<file path="config.mk">
export PLATFORM = sky130hd
export DESIGN_NAME = spec_acc_ctrl
export DESIGN_NICKNAME = d
export VERILOG_FILES = /design/src/rtl/spec_acc_ctrl.sv
export SDC_FILE = /design/constraint.sdc
export NUM_CORES = 1
export LEC_CHECK = 0
export CELL_PAD_IN_SITES_DETAIL_PLACEMENT = 0
export CELL_PAD_IN_SITES_GLOBAL_PLACEMENT = 1
export CORE_ASPECT_RATIO = 0.8
export CORE_MARGIN = 2
export CORE_UTILIZATION = 41
export CTS_CLUSTER_DIAMETER = 30
export DETAILED_ROUTE_END_ITERATION = 10
export PLACE_DENSITY_LB_ADDON = 0.1
export SLEW_MARGIN = 20
export SYNTH_ARGS = -nofsm -noshare
export SYNTH_HDL_FRONTEND = slang
export SYNTH_SLANG_ARGS = --single-unit
</file>
<file path="constraint.sdc">
create_clock -name i_clk -period 2.95 [get_ports i_clk]
set_clock_uncertainty 0.1 [all_clocks]
set_input_delay 0.295 -clock i_clk [delete_from_list [all_inputs] [get_ports i_clk]]
set_output_delay 0.295 -clock i_clk [all_outputs]
set_load 0.05 [all_outputs]
</file>
<file path="src/rtl/spec_acc_ctrl.sv">
// Sequencer for the Doppler-spectrum accumulation path: frame/range-bin counting, drain, readout.
// Optional watchdog enabled by defining SPEC_ACC_CTRL_TIMEOUT_EN.
module spec_acc_ctrl #(
    parameter int IDX_W    = 10,
    parameter int RB_W     = 5,
    parameter int NUM_RB   = 16,
    parameter int NUM_ACC  = 8,
    parameter int ACC_LAT  = 4,
    parameter int READ_LAT = 2
`ifdef SPEC_ACC_CTRL_TIMEOUT_EN
    ,
    parameter int TIMEOUT_CYC = 4096
`endif
) (
    input  logic             i_clk,
    input  logic             i_rst_n,
    input  logic             i_start,
    input  logic             i_abort,
    input  logic             i_fft_valid,
    input  logic [IDX_W-1:0] i_fft_xk_index,
    input  logic             i_out_ready,
    output logic             o_acc_valid,
    output logic [IDX_W-1:0] o_acc_index,
    output logic [RB_W-1:0]  o_range_bin_cnt,
    output logic [7:0]       o_frame_cnt,
    output logic             o_acc_first,
    output logic             o_rd_en,
    output logic [13:0]      o_rd_addr,
    output logic             o_out_valid,
    output logic             o_out_last,
    output logic             o_busy,
    output logic             o_done,
    output logic             o_err_seq,
    output logic             o_err_timeout
);

    typedef enum logic [2:0] {StIdle, StAccum, StDrain, StReadout, StFlush, StDone} state_e;

    localparam logic [IDX_W-1:0] IDX_MAX    = {IDX_W{1'b1}};
    localparam logic [13:0]      LAST_ADDR  = 14'(NUM_RB * (2 ** IDX_W) - 1);
    localparam logic [RB_W-1:0]  RB_ONE     = RB_W'(1);
    localparam logic [RB_W-1:0]  RB_LAST    = RB_W'(NUM_RB);
    localparam logic [7:0]       FRAME_LAST = 8'(NUM_ACC - 1);
    localparam logic [15:0]      DRAIN_LAST = 16'(ACC_LAT);
    localparam logic [15:0]      FLUSH_LAST = 16'(READ_LAT - 1);

    state_e              r_state;
    logic [IDX_W-1:0]    r_exp_idx;
    logic                r_acc_valid;
    logic [IDX_W-1:0]    r_acc_index;
    logic [RB_W-1:0]     r_range_bin_cnt;
    logic [7:0]          r_frame_cnt;
    logic                r_acc_first;
    logic [15:0]         r_wait_cnt;
    logic [13:0]         r_rd_addr;
    logic [READ_LAT-1:0] r_vld_pipe;
    logic [READ_LAT-1:0] r_last_pipe;
    logic                r_done;
    logic                r_err_seq;

    logic w_rd_en;
    logic w_rd_final;
    logic w_blk_end;
    logic w_timeout;

`ifdef SPEC_ACC_CTRL_TIMEOUT_EN
    logic [31:0] r_wd_cnt;
    logic        r_err_timeout;
    assign w_timeout = (r_state == StAccum) && !i_fft_valid &&
                       (r_wd_cnt == 32'(TIMEOUT_CYC - 1));
    assign o_err_timeout = r_err_timeout;
`else
    assign w_timeout     = 1'b0;
    assign o_err_timeout = 1'b0;
`endif

    assign w_rd_en    = (r_state == StReadout) && i_out_ready;
    assign w_rd_final = w_rd_en && (r_rd_addr == LAST_ADDR);
    // Counters advance as the block's last sample leaves the acc_valid register.
    assign w_blk_end  = (r_state == StAccum) && r_acc_valid && (r_acc_index == IDX_MAX);

    always_ff @(posedge i_clk or negedge i_rst_n) begin
        if (!i_rst_n) begin
            r_state         <= StIdle;
            r_exp_idx       <= '0;
            r_acc_valid     <= 1'b0;
            r_acc_index     <= '0;
            r_range_bin_cnt <= RB_ONE;
            r_frame_cnt     <= '0;
            r_acc_first     <= 1'b0;
            r_wait_cnt      <= '0;
            r_rd_addr       <= '0;
            r_vld_pipe      <= '0;
            r_last_pipe     <= '0;
            r_done          <= 1'b0;
            r_err_seq       <= 1'b0;
`ifdef SPEC_ACC_CTRL_TIMEOUT_EN
            r_wd_cnt        <= '0;
            r_err_timeout   <= 1'b0;
`endif
        end else begin
            r_done      <= 1'b0;
            r_acc_valid <= 1'b0;
            r_vld_pipe  <= (r_vld_pipe << 1) | READ_LAT'(w_rd_en);
            r_last_pipe <= (r_last_pipe << 1) | READ_LAT'(w_rd_final);
            if (i_abort || w_timeout) begin
                r_state         <= StIdle;
                r_exp_idx       <= '0;
                r_acc_index     <= '0;
                r_range_bin_cnt <= RB_ONE;
                r_frame_cnt     <= '0;
                r_acc_first     <= 1'b0;
                r_wait_cnt      <= '0;
                r_rd_addr       <= '0;
                r_vld_pipe      <= '0;
                r_last_pipe     <= '0;
                r_done          <= !i_abort;
`ifdef SPEC_ACC_CTRL_TIMEOUT_EN
                r_wd_cnt        <= '0;
                if (w_timeout) r_err_timeout <= 1'b1;
`endif
            end else begin
                unique case (r_state)
                    StIdle: begin
                        if (i_start) begin
                            r_state         <= StAccum;
                            r_err_seq       <= 1'b0;
                            r_range_bin_cnt <= RB_ONE;
                            r_frame_cnt     <= '0;
                            r_acc_first     <= 1'b1;
                            r_exp_idx       <= '0;
`ifdef SPEC_ACC_CTRL_TIMEOUT_EN
                            r_err_timeout   <= 1'b0;
                            r_wd_cnt        <= '0;
`endif
                        end
                    end
                    StAccum: begin
                        if (i_fft_valid) begin
                            r_acc_valid <= 1'b1;
                            r_acc_index <= i_fft_xk_index;
                            r_exp_idx   <= i_fft_xk_index + IDX_W'(1);
                            if (i_fft_xk_index != r_exp_idx) r_err_seq <= 1'b1;
                        end
`ifdef SPEC_ACC_CTRL_TIMEOUT_EN
                        r_wd_cnt <= i_fft_valid ? '0 : r_wd_cnt + 32'd1;
`endif
                        if (w_blk_end) begin
                            if (r_range_bin_cnt < RB_LAST) begin
                                r_range_bin_cnt <= r_range_bin_cnt + RB_ONE;
                            end else begin
                                r_range_bin_cnt <= RB_ONE;
                                r_frame_cnt     <= r_frame_cnt + 8'd1;
                                r_acc_first     <= 1'b0;
                                if (r_frame_cnt == FRAME_LAST) begin
                                    r_state    <= StDrain;
                                    r_wait_cnt <= '0;
                                end
                            end
                        end
                    end
                    StDrain: begin
                        if (i_fft_valid) r_err_seq <= 1'b1;
                        if (r_wait_cnt == DRAIN_LAST) begin
                            r_state    <= StReadout;
                            r_wait_cnt <= '0;
                            r_rd_addr  <= '0;
                        end else begin
                            r_wait_cnt <= r_wait_cnt + 16'd1;
                        end
                    end
                    StReadout: begin
                        if (w_rd_final) begin
                            r_state    <= StFlush;
                            r_wait_cnt <= '0;
                        end else if (w_rd_en) begin
                            r_rd_addr <= r_rd_addr + 14'd1;
                        end
                    end
                    StFlush: begin
                        if (r_wait_cnt == FLUSH_LAST) begin
                            r_state <= StDone;
                            r_done  <= 1'b1;
                        end else begin
                            r_wait_cnt <= r_wait_cnt + 16'd1;
                        end
                    end
                    StDone:  r_state <= StIdle;
                    default: r_state <= StIdle;
                endcase
            end
        end
    end

    assign o_acc_valid     = r_acc_valid;
    assign o_acc_index     = r_acc_index;
    assign o_range_bin_cnt = r_range_bin_cnt;
    assign o_frame_cnt     = r_frame_cnt;
    assign o_acc_first     = r_acc_first;
    assign o_rd_en         = w_rd_en;
    assign o_rd_addr       = r_rd_addr;
    assign o_out_valid     = r_vld_pipe[READ_LAT-1];
    assign o_out_last      = r_last_pipe[READ_LAT-1];
    assign o_busy          = (r_state != StIdle);
    assign o_done          = r_done;
    assign o_err_seq       = r_err_seq;

endmodule

</file>
==> impl_metrics.env <==
export IMPL_path_delay_family="buffers and inverters"
export IMPL_cp_slowest_cell="clkdlybuf4s50_1"
export IMPL_nNetsFinal=509
export IMPL_antenna_found_initial=0
export IMPL_cts_sinks=74
export IMPL_path_buf_inv=1
export IMPL_dp_hpwl_mm=6.818
export IMPL_regArea_um2=1853
export IMPL_n_antenna_cell=0
export IMPL_power_uw=3524
export IMPL_async_reset_ff_share_pct=100.0
export IMPL_num_rows=31
export IMPL_crit_arrival_ns=2.00
export IMPL_rrSetupSlack_ns=0.60
export IMPL_synth_top_family_by_area="simple AND/OR/NAND/NOR gates"
export IMPL_drc=0
export IMPL_cts_buffers=9
export IMPL_avgSynthCellArea_um2=9.298
export IMPL_drtAntennaViolNets=0
export IMPL_fp_dieH_um=91.71
export IMPL_first_global_vias=3077
export IMPL_die_width_um=113.6
export IMPL_synthMuxAreaShare_pct=0.5712
export IMPL_endpoint="o_busy"
export IMPL_endpoint_kind="output port"
export IMPL_cellPowerDensity_nw_per_um2=711.7
export IMPL_drive_above_1_share_pct=8.350
export IMPL_synth_area_leader_cell="dfrtp_1"
export IMPL_grt_max_degree=35
export IMPL_worst_path_stages=3
export IMPL_critical_path_class="flip-flop to output port"
export IMPL_pwr_share_clk_pct=30.9
export IMPL_io_pins=62
export IMPL_dpl_cell_area_um2=4638
export IMPL_mappedNetlistNets=447
export IMPL_grt_pass1_wl_mm=15.95
export IMPL_max_freq_mhz=417.8
export IMPL_grt_use_total_pct=19.53
export IMPL_fin_crit_ns=2.393
export IMPL_n_fill_cell=846
export IMPL_drt_pass1_iterations=4
export IMPL_finalSetupViolations=0
export IMPL_synthXorXnorAreaFrac_pct=5.776
export IMPL_cts_buffer_depth=2
export IMPL_portBuffers=60
export IMPL_synthTopCellsByArea="dfrtp_1, xnor2_1, o21ai_0"
export IMPL_synth_adder_area_share_pct=2.222
export IMPL_ir_drop_mv=0.3842
export IMPL_reg2reg_depth=7
export IMPL_required_ns=2.56
export IMPL_yosysWarnings=0
export IMPL_ys_ff_latch=74
export IMPL_area_delta_synth_final_pct=25.58
export IMPL_postLayoutCellArea_um2=4951
export IMPL_power_leakage_uw=0.002093
export IMPL_wl_mm=9.585
export IMPL_hold_class="flip-flop to flip-flop"
export IMPL_path_cells="nor2_2, nand2_1, clkdlybuf4s50_1"
export IMPL_synthDominantCellAreaShare_pct=46.33
export IMPL_gp_congestion=0.7802
export IMPL_synth_enable_flop_cells=0
export IMPL_synthSimpleGateAreaFrac_pct=22.98
export IMPL_drt_iter0_drc=268
export IMPL_syn_area_um2=3943
export IMPL_vias_per_cell=5.493
export IMPL_fin_crit_sh_pct=81.13
export IMPL_synth_flop_cell="dfrtp_1"
export IMPL_status="finished, final reports clean"
export IMPL_cp_max_fo=10
export IMPL_setup_worst_path_start_class="flip-flop"
export IMPL_start_util_pct=42.89
export IMPL_clk_pin_slew_ns=0.06
export IMPL_tritoncts="built"
export IMPL_worstReg2RegEnd="r_state[1]"
export IMPL_seqPwrFrac_pct=35.9
export IMPL_cp_startpoint="r_state[1]"
export IMPL_coreArea_um2=9193
export IMPL_cts_max_level=3
export IMPL_cts_root_buf="clkbuf_16"
export IMPL_multi_input_area_um2=1937
export IMPL_cap_violations=0
export IMPL_die_area_um2=10420
export IMPL_drv_slew=0
export IMPL_synth_distinct_cells=51
export IMPL_holdCritStartpoint="o_acc_first"
export IMPL_relSlewSlack_pct=37.22
export IMPL_clock_latency_ns=0.34
export IMPL_via_count=3329
export IMPL_rsz0062_at_grt="false"
export IMPL_grt_remaining_overflow=0
export IMPL_synthCells=424
export IMPL_r2r_start="o_rd_addr[0]"
export IMPL_fin_tns_setup_ns=0
export IMPL_cpPeakStageDelay_ns=0.73
export IMPL_hold_violations=0
export IMPL_synth_seq_area_share_pct=47.00
export IMPL_intPower_uw=2225
export IMPL_switching_share_pct=36.87
export IMPL_tightest_slew_ns=0.9373
export IMPL_synth_compound_area_share_pct=17.49
export IMPL_combPwrFrac_pct=33.2
export IMPL_wl_per_cell_um=15.82
export IMPL_power_switching_uw=1299
==> layout by cell type, fill, tap and decap left out, types with 3 or more instances in the layout <==
master,instances
a21o_1,3
o21ai_0,35
a21oi_1,24
and4_1,3
nor4_1,4
a22o_1,15
ha_1,7
nor2b_1,5
nand3b_1,3
o31ai_1,5
xnor2_1,22
xor2_1,4
nand3_1,19
nor4b_1,3
and3_1,9
nor2_2,3
and2_1,4
a31oi_1,16
inv_1,13
nand4_1,17
nor3_1,8
nand2_1,46
clkdlybuf4s50_1,59
nor2_1,38
clkbuf_16,9
dfrtp_1,73
buf_4,8
clkbuf_8,5
==> power by group through the flow <==
stage | Clock [uW] | Combinational [uW] | Sequential (uW)
final | 1090 | 1170 | 1270
after global routing | 1160 | 1260 | 1290
after CTS | 1130 | 1170 | 1270
after detailed placement | 0 | 1170 | 1280
after global placement | 0 | 1170 | 1280
after floorplan | 0 | 625 | 1470
==> how the worst min path moves through the flow <==
stage	cells after the start	slack (ns)	end
after global routing	2	0.42	o_acc_first
after CTS	2	0.40	o_acc_first
final	2	0.39	o_acc_first
after global placement	1	0.31	o_range_bin_cnt[1]
after detailed placement	1	0.32	o_range_bin_cnt[1]
after floorplan	0	-0.10	o_acc_first
==> what timing repair did <==
item,4_1_cts,5_1_grt
gates resized for setup,0,0
hold endpoints to repair,31,0
hold buffers,1,0
buffers inserted,0,0
==> layer usage <==
layer / track usage [%] / part of all wire (%)
met4: 6.504 / 0.54
met2: 26.70 / 42
met3: 4.627 / 4.7
met1: 30.01 / 53
met5: 0 / 0
==> metrics by stage <==
stage / setup WS [ns] / instances / util [%] / hold WS (ns)
after floorplan: 0.5910 / 424 / - / -0.1006
after global placement: 0.4796 / 589 / 50.46 / 0.3108
after detailed placement: 0.4584 / 589 / 50.46 / 0.3207
after CTS: 0.5374 / 606 / 53.86 / 0.3953
after global routing: 0.3975 / 606 / 53.86 / 0.4164
final: 0.5567 / 606 / 53.86 / 0.3870
==> tightest hold or removal path: cells and delay by family (launching register included) <==
kind,cells,cell delay [ns]
flip-flops,1,0.35
AND/OR/NAND/NOR,2,0.10
==> Yosys cell counts, types with 4 or more instances <==
cell,number
and3_1,9
nor2b_1,5
a31oi_1,16
dfrtp_1,73
a21oi_1,24
nand4_1,17
clkbuf_1,5
xnor2_1,22
nor4_1,4
nand3_1,19
inv_1,13
xor2_1,4
ha_1,7
nor3_1,8
and2_1,4
o31ai_1,5
a22o_1,15
nor2_1,38
nand2_1,46
buf_2,7
o21ai_0,35
==> logic make-up (layout without fill, tap and decap cells) <==
logic type,count (synthesis),count (layout)
multiplexers,2,2
other,1,1
XOR/XNOR,26,26
AO/OA/AOI/OAI,108,108
adder cells (fa/ha/maj),7,7
buffers and inverters,31,98
AND/OR/NAND/NOR,175,175
flip-flops,74,74
==> state kept, by name, indices dropped and copies added, names as in the netlist <==
name	cells
o_acc_first	1
o_acc_index	10
o_acc_valid	1
o_done	1
o_err_seq	1
o_frame_cnt	8
o_range_bin_cnt	5
o_rd_addr	14
r_exp_idx	10
r_last_pipe	2
r_state	3
r_vld_pipe	2
r_wait_cnt	16
==> cell type report <==
| type | instances | share of cell area [%] |
|---|---|---|
| Inverter | 13 | 0.9856 |
| Timing Repair Buffer | 69 | 13.44 |
| Tap cell | 115 | 2.906 |
| Sequential cell | 74 | 37.43 |
| Clock inverter | 1 | 0.1011 |
| Multi-Input combinational cell | 319 | 39.12 |
| Clock buffer | 15 | 6.015 |
(Power assumes the default switching activity.)
